[config.mk]
export PLATFORM = sky130hd
export DESIGN_NAME = clk_div_multi
export DESIGN_NICKNAME = d
export VERILOG_FILES = /design/src/rtl/clk_div_multi.sv
export SDC_FILE = /design/constraint.sdc
export NUM_CORES = 1
export LEC_CHECK = 0
export ABC_AREA = 1
export CAP_MARGIN = 20
export CORE_MARGIN = 2
export CORE_UTILIZATION = 60
export CTS_CLUSTER_DIAMETER = 100
export CTS_CLUSTER_SIZE = 8
export DETAILED_ROUTE_END_ITERATION = 16
export GPL_TIMING_DRIVEN = 0
export PLACE_DENSITY_LB_ADDON = 0.12
export SYNTH_ARGS = -nofsm -noshare
export SYNTH_HDL_FRONTEND = slang
export SYNTH_SLANG_ARGS = --single-unit
[constraint.sdc]
create_clock -name clk -period 5.69 [get_ports clk]
set_input_delay 0.569 -clock clk [delete_from_list [all_inputs] [get_ports clk]]
set_output_delay 0.569 -clock clk [all_outputs]
set_load 0.01 [all_outputs]
[src/rtl/clk_div_multi.sv]
// Multi-channel clock-enable generator: per-channel runtime divisor, single-cycle
// tick enable and registered square wave, with shared load/sync/enable/reset.

module clk_div_ch #(
  parameter int WIDTH   = 16,
  parameter int DIV_RST = 2
) (
  input  logic             clk,
  input  logic             clr,
  input  logic             en,
  input  logic             load,
  input  logic             sync,
  input  logic [WIDTH-1:0] div_ld,
  output logic             tick,
  output logic             clk_out
);
  localparam logic [WIDTH-1:0] RST_D = WIDTH'(DIV_RST);
  localparam logic [WIDTH-1:0] ONE   = WIDTH'(1);

  logic [WIDTH-1:0] div_q, cnt, div_d, cnt_d, dm1;
  logic             run, wrap;

  // D-1 only formed for a nonzero divisor so the compare never sees an underflow
  assign run  = (div_q != '0);
  assign dm1  = run ? (div_q - ONE) : '0;
  assign wrap = run && (cnt == dm1);
  assign tick = en & wrap;

  always_comb begin
    div_d = div_q;
    cnt_d = cnt;
    if (clr) begin
      div_d = RST_D;
      cnt_d = '0;
    end else if (load) begin
      div_d = div_ld;
      cnt_d = '0;
    end else if (sync) begin
      cnt_d = '0;
    end else if (en && run) begin
      cnt_d = wrap ? '0 : (cnt + ONE);
    end
  end

  // clk_out registers the decode of the next state: low ceil(D/2), high floor(D/2)
  always_ff @(posedge clk) begin
    div_q   <= div_d;
    cnt     <= cnt_d;
    clk_out <= (div_d != '0) && (cnt_d >= (div_d - (div_d >> 1)));
  end
endmodule

module clk_div_multi #(
  parameter int WIDTH   = 16,
  parameter int NCH     = 2,
  parameter int DIV_RST = 2
) (
  input  logic                 clk,
  input  logic                 clr,
  input  logic                 en,
  input  logic                 load,
  input  logic [NCH*WIDTH-1:0] div_in,
  input  logic                 sync,
  output logic [NCH-1:0]       tick,
  output logic [NCH-1:0]       clk_out
);
  for (genvar i = 0; i < NCH; i++) begin : g_ch
    clk_div_ch #(
      .WIDTH   (WIDTH),
      .DIV_RST (DIV_RST)
    ) u_ch (
      .clk     (clk),
      .clr     (clr),
      .en      (en),
      .load    (load),
      .sync    (sync),
      .div_ld  (div_in[i*WIDTH +: WIDTH]),
      .tick    (tick[i]),
      .clk_out (clk_out[i])
    );
  end
endmodule

# Word level (Yosys, flattened, before mapping)
# Cells that the tools add are included.
totals:
  regBits: 66
  input_bits: 37
  out_inout_bits: 4
  word_cells: 44
op_classes:
  add_sub_neg: 6
  order_cmp: 2
  n_eq_ne: 2
  mux: 16
  bitwise: 2
  n_reduce_logical: 10
ops:
  columns: ["op", "count"]
  rows:
  - ["$mux W16", 16]
  - ["$reduce_bool A16 Y1", 4]
  - ["$add A16 B1 Y16 const B", 2]
  - ["$eq A16 B16 Y1", 2]
  - ["$ge A16 B16 Y1", 2]
  - ["$sub A16 B1 Y16 const B", 2]
  - ["$sub A16 B15 Y16", 2]
  - ["$logic_and A1 B1 Y1", 6]
  - ["$and A1 B1 Y1", 2]

# Depth between registers and ports, before layout
depth:
  depth_word: 11
  depth_mapped: 34
  depth_no_buf: 34

# By module
# A second synthesis with hierarchy kept.
hier_totals:
  cells_unflattened: 1192
  hier_area_um2: 7340.8
modules_own_cells:
  columns: ["module", "instances", "cells_per_inst", "area_each_um2", "seq_area_each_um2"]
  rows:
  - ["clk_div_ch at g_ch[0].u_ch", 1, 609, 3746.1, 660.6]
  - ["clk_div_ch at g_ch[1].u_ch", 1, 583, 3594.7, 660.6]

# Worst setup path after synthesis
# No wires, ideal clock.
synth_path:
  kind: "input-to-reg"
  from: "in load"
  to: "reg g_ch[1].u_ch.clk_out"
  setup_time_ns: 0.115
  arrival_time_ns: 4.137
  t_required_ns: 5.575
  path_slack_ns: 1.438
  path_stages: 25
  path_buffers: 3
  path_cell_list: "clkbuf_1 > inv_1 > clkbuf_1 > buf_1 > nor2_1 > nor3_1 > inv_1 > ha_1 > inv_1 > nand3_1 > nand2_1 > a21oi_1 > o21ai_0 > a21boi_0 > o21ai_0 > nand2_1 > nand3_1 > nand2_1 > ha_1 > a21oi_1 > o21ai_0 > a21oi_1 > nand3_1 > o21ai_0 > inv_1"
synth_via:
  elab_chain_cells: 5
  elab_cells_between_ends: 8
  classes_between: "add/sub: 1; order compare: 1; mux: 4; reduce/logical: 2"
synth_lines:
  columns: ["element", "line_no", "text"]
  rows:
  - ["start: declaration", "61", "input logic load,"]
  - ["$mux W16 *", "35", "end else if (load) begin"]
  - ["$mux W16 *", "32", "if (clr) begin"]
  - ["net g_ch[1].u_ch.div_d[2]", "20", "logic [WIDTH-1:0] div_q, cnt, div_d, cnt_d, dm1;"]
  - ["$sub A16 B15 Y16", "49", "clk_out <= (div_d != '0) && (cnt_d >= (div_d - (div_d >> 1)));"]
  - ["$ge A16 B16 Y1", "49", null]
  - ["$logic_and A1 B1 Y1 *", "49", null]
  - ["end signal: assignment", "49", null]
  - ["end: declaration", "15", "output logic clk_out"]
# Mark *: on every way through the listed nets, which the timed path passes. The rest lies on a longest branch.

# Worst setup path after layout
# Same ends and word-level chain as after synthesis.

==> flow_metrics.py <==
metrics = {
    "critical_path": {
        "start_kind": "input port",
        "worstSetupEndpointType": "flop",
        "crit_fanout": 12,
        "critPathRequiredTime_ps": 5970,
        "crit_arrival_ps": 5320,
        "critPathKind": "in -> reg",
    },
    "sta": {
        "slew_violations": 0,
        "fin_hold_ws_ps": 546.1,
        "worst_slack_ps": 651.1,
        "finalSetupViolCount": 0,
        "worst_slew_pin_slew_ps": 995.1,
        "min_period_ps": 5039,
        "period_share_pct": 88.56,
        "final.setup.tns_ps": 0,
        "fmax_mhz": 198.5,
        "finClkSkew_ps": 3.378,
        "hold_viol_final": 0,
        "rsz0062_at_grt": "false",
        "max_slew_margin_pct": 33.15,
    },
    "layout": {
        "post-route-util_pct": 68.84,
        "mostFrequentLayoutCell": "nand2_1",
        "final_cell_mix": "nand2_1 (252), inv_1 (185), nor2_1 (178)",
        "final_net_count": 1319,
        "syn2layout_area_growth_pct": 11.70,
        "drive_gt1_share_pct": 5.071,
        "diodes": 0,
    },
    "grt": {
        "grt_max_degree": 11,
        "antenna_found_initial": 0,
        "grt_use_total_pct": 31.25,
        "gr-total-overflow": 0,
        "grt_first_pass_wirelength_um": 31690,
        "grt_pass1_vias": 7002,
    },
    "logic_synthesis": {
        "seq_area_frac_synth_pct": 18.70,
        "synth_area_leaders": "dfxtp_1 (19%), ha_1 (15%), nand2_1 (13%)",
        "synth_top_area_cell": "dfxtp_1",
        "yosysUniqueCellTypes": 38,
        "synth_edf_count": 0,
        "syn-num-nets": 1271,
        "ys_ff_latch": 66,
        "synthArstFlopShare_pct": 0,
        "avgSynthCellArea_um2": 6.145,
        "yosys_warnings": 0,
        "synth_top_area_share_pct": 18.70,
        "synth_cells": 1150,
        "synth_top_flop_cell": "dfxtp_1",
        "syn-cell-area_mm2": 0.007067,
    },
    "job": {
        "maxCapViolations": 0,
    },
    "outcome": {
        "outcome": "finished clean",
    },
    "pwr": {
        "power_w": 0.001551,
        "powerDensity_mw_per_mm2": 196.5,
        "ir_drop_uv": 123.5,
        "power.leakage_nw": 4.053,
    },
    "die": {
        "fp.dieH_um": 112.5,
        "io_pins": 41,
        "initial_utilization_pct": 61.63,
        "rows": 39,
        "core_mm2": 0.01147,
        "die_w_um": 112.5,
        "die_area_mm2": 0.01266,
    },
    "min_path": {
        "hp-class": "reg -> reg",
    },
    "route": {
        "wire_per_inst_um": 14.16,
        "drt-initial-drc-count": 463,
        "postRouteAntennaNets": 0,
        "dr.pass1.iters": 5,
        "routed_wl_um": 19060,
        "via_count": 7170,
        "via_per_inst": 5.327,
        "drcViolationCount": 0,
    },
    "cts": {
        "clockBufferDepth": 2,
        "hold_buffers": 0,
        "clock_latency_ps": 340,
        "cts_buffers": 9,
        "clock-sinks": 66,
        "htreeDepth": 3,
        "cts_tree": "done",
        "cts_root_buf": "clkbuf_16",
        "clkTransAtPathRegs_ps": 50,
    },
    "placement": {
        "port_buffers": 38,
        "dp_hpwl_um": 15650,
        "place_congestion": 0.9589,
        "post-place-ws_ps": -196.7,
    },
}
-- synth_stat cells, drive strengths merged, types with 2 or more instances --
library cell	number
nand2	258
nor2	191
inv	190
nand3	93
ha	82
dfxtp	66
xor2	56
a21oi	53
nor3	52
o21ai	31
nand4	25
buf	13
clkbuf	10
o31ai	6
a21boi	5
or2	3
xnor2	3
a211oi	2
fa	2
nand3b	2
nor4	2
o21bai	2
-- state kept, by name, indices dropped and copies added (netlist names) --
register,count
g_ch.u_ch.cnt,32
g_ch.u_ch.div_q,32
g_ch.u_ch.clk_out,2
-- path summary, 6_finish.rpt --
kind | from | end | slack (ps) | cells after the start
setup reg to reg | g_ch[1].u_ch.div_q[2] | g_ch[1].u_ch.clk_out | 1400 | 21
hold reg to reg | g_ch[1].u_ch.div_q[0] | g_ch[1].u_ch.div_q[0] | 550 | 2
hold / removal | g_ch[1].u_ch.div_q[0] | g_ch[1].u_ch.div_q[0] | 550 | 2
setup / recovery | load | g_ch[1].u_ch.clk_out | 650 | 24
-- area by class of cell --
| cell class | instances | area (um^2) |
|---|---|---|
| fill | 1081 | 3573 |
| clock inverter | 3 | 15.01 |
| sequential | 66 | 1321 |
| inverter | 190 | 716.9 |
| timing repair buffer | 38 | 380.4 |
| multi-input combinational | 871 | 4892 |
| clock buffer | 13 | 250.2 |
| tap | 143 | 178.9 |
| buffer | 22 | 138.9 |
-- critical path, cell delays in order --
cell and delay, ps:
clkbuf_1 400, clkinvlp_4 440, clkbuf_2 340, nor2_1 140, nor3_1 100, inv_1 170
ha_1 270, inv_1 100, nand3_1 90, nand2_1 110, a21oi_1 100, o21ai_0 450
a21boi_0 260, o21ai_0 350, nand2_1 130, nand3_1 90, nand2_1 60, ha_1 290
nand3_1 100, nor3_1 420, nand2_1 100, nand3_1 90, o21ai_0 90, inv_1 60
-- cell families (layout without fill, tap and decap cells) --
| kind of cell | Yosys count | count (layout) | share of synthesized area, % |
|---|---|---|---|
| and+or+nand+nor | 626 | 626 | 38.97 |
| AOI/OAI and AO/OA | 102 | 102 | 7.861 |
| adders and majority gates | 84 | 84 | 15.08 |
| DFF | 66 | 66 | 18.70 |
| buffers and inverters | 213 | 266 | 12.07 |
| xor gates and xnor gates | 59 | 59 | 7.312 |
-- power by group --
part           leakage (nW)  switching (W)  internal [W]
clock                 0.133       0.000197      0.000304
combinational          3.38       0.000339      0.000207
sequential            0.540      0.0000237      0.000480
-- per-layer routing --
metal  track usage [%]  part of all wire [%]  vias up
met5                 0                     0        -
met4             18.78                   5.7        0
met3             3.240                   4.1       70
met2             57.59                    50      177
met1             34.43                    41     3164
li1                  -                     -     3759
-- stage by stage --
| step | instances | area (um^2) |
|---|---|---|
| after floorplan | 1150 | 7067 |
| after global placement | 1331 | 7626 |
| after detailed placement | 1331 | 7626 |
| after CTS | 1347 | 7891 |
| after global routing | 1346 | 7894 |
| final | 1346 | 7894 |
-- what timing repair did --
item                                    in CTS  in global routing
resized for setup                            0                  4
endpoints found under the setup margin       0                  1
buffers inserted                             0                  0
(Power assumes the default switching activity.)
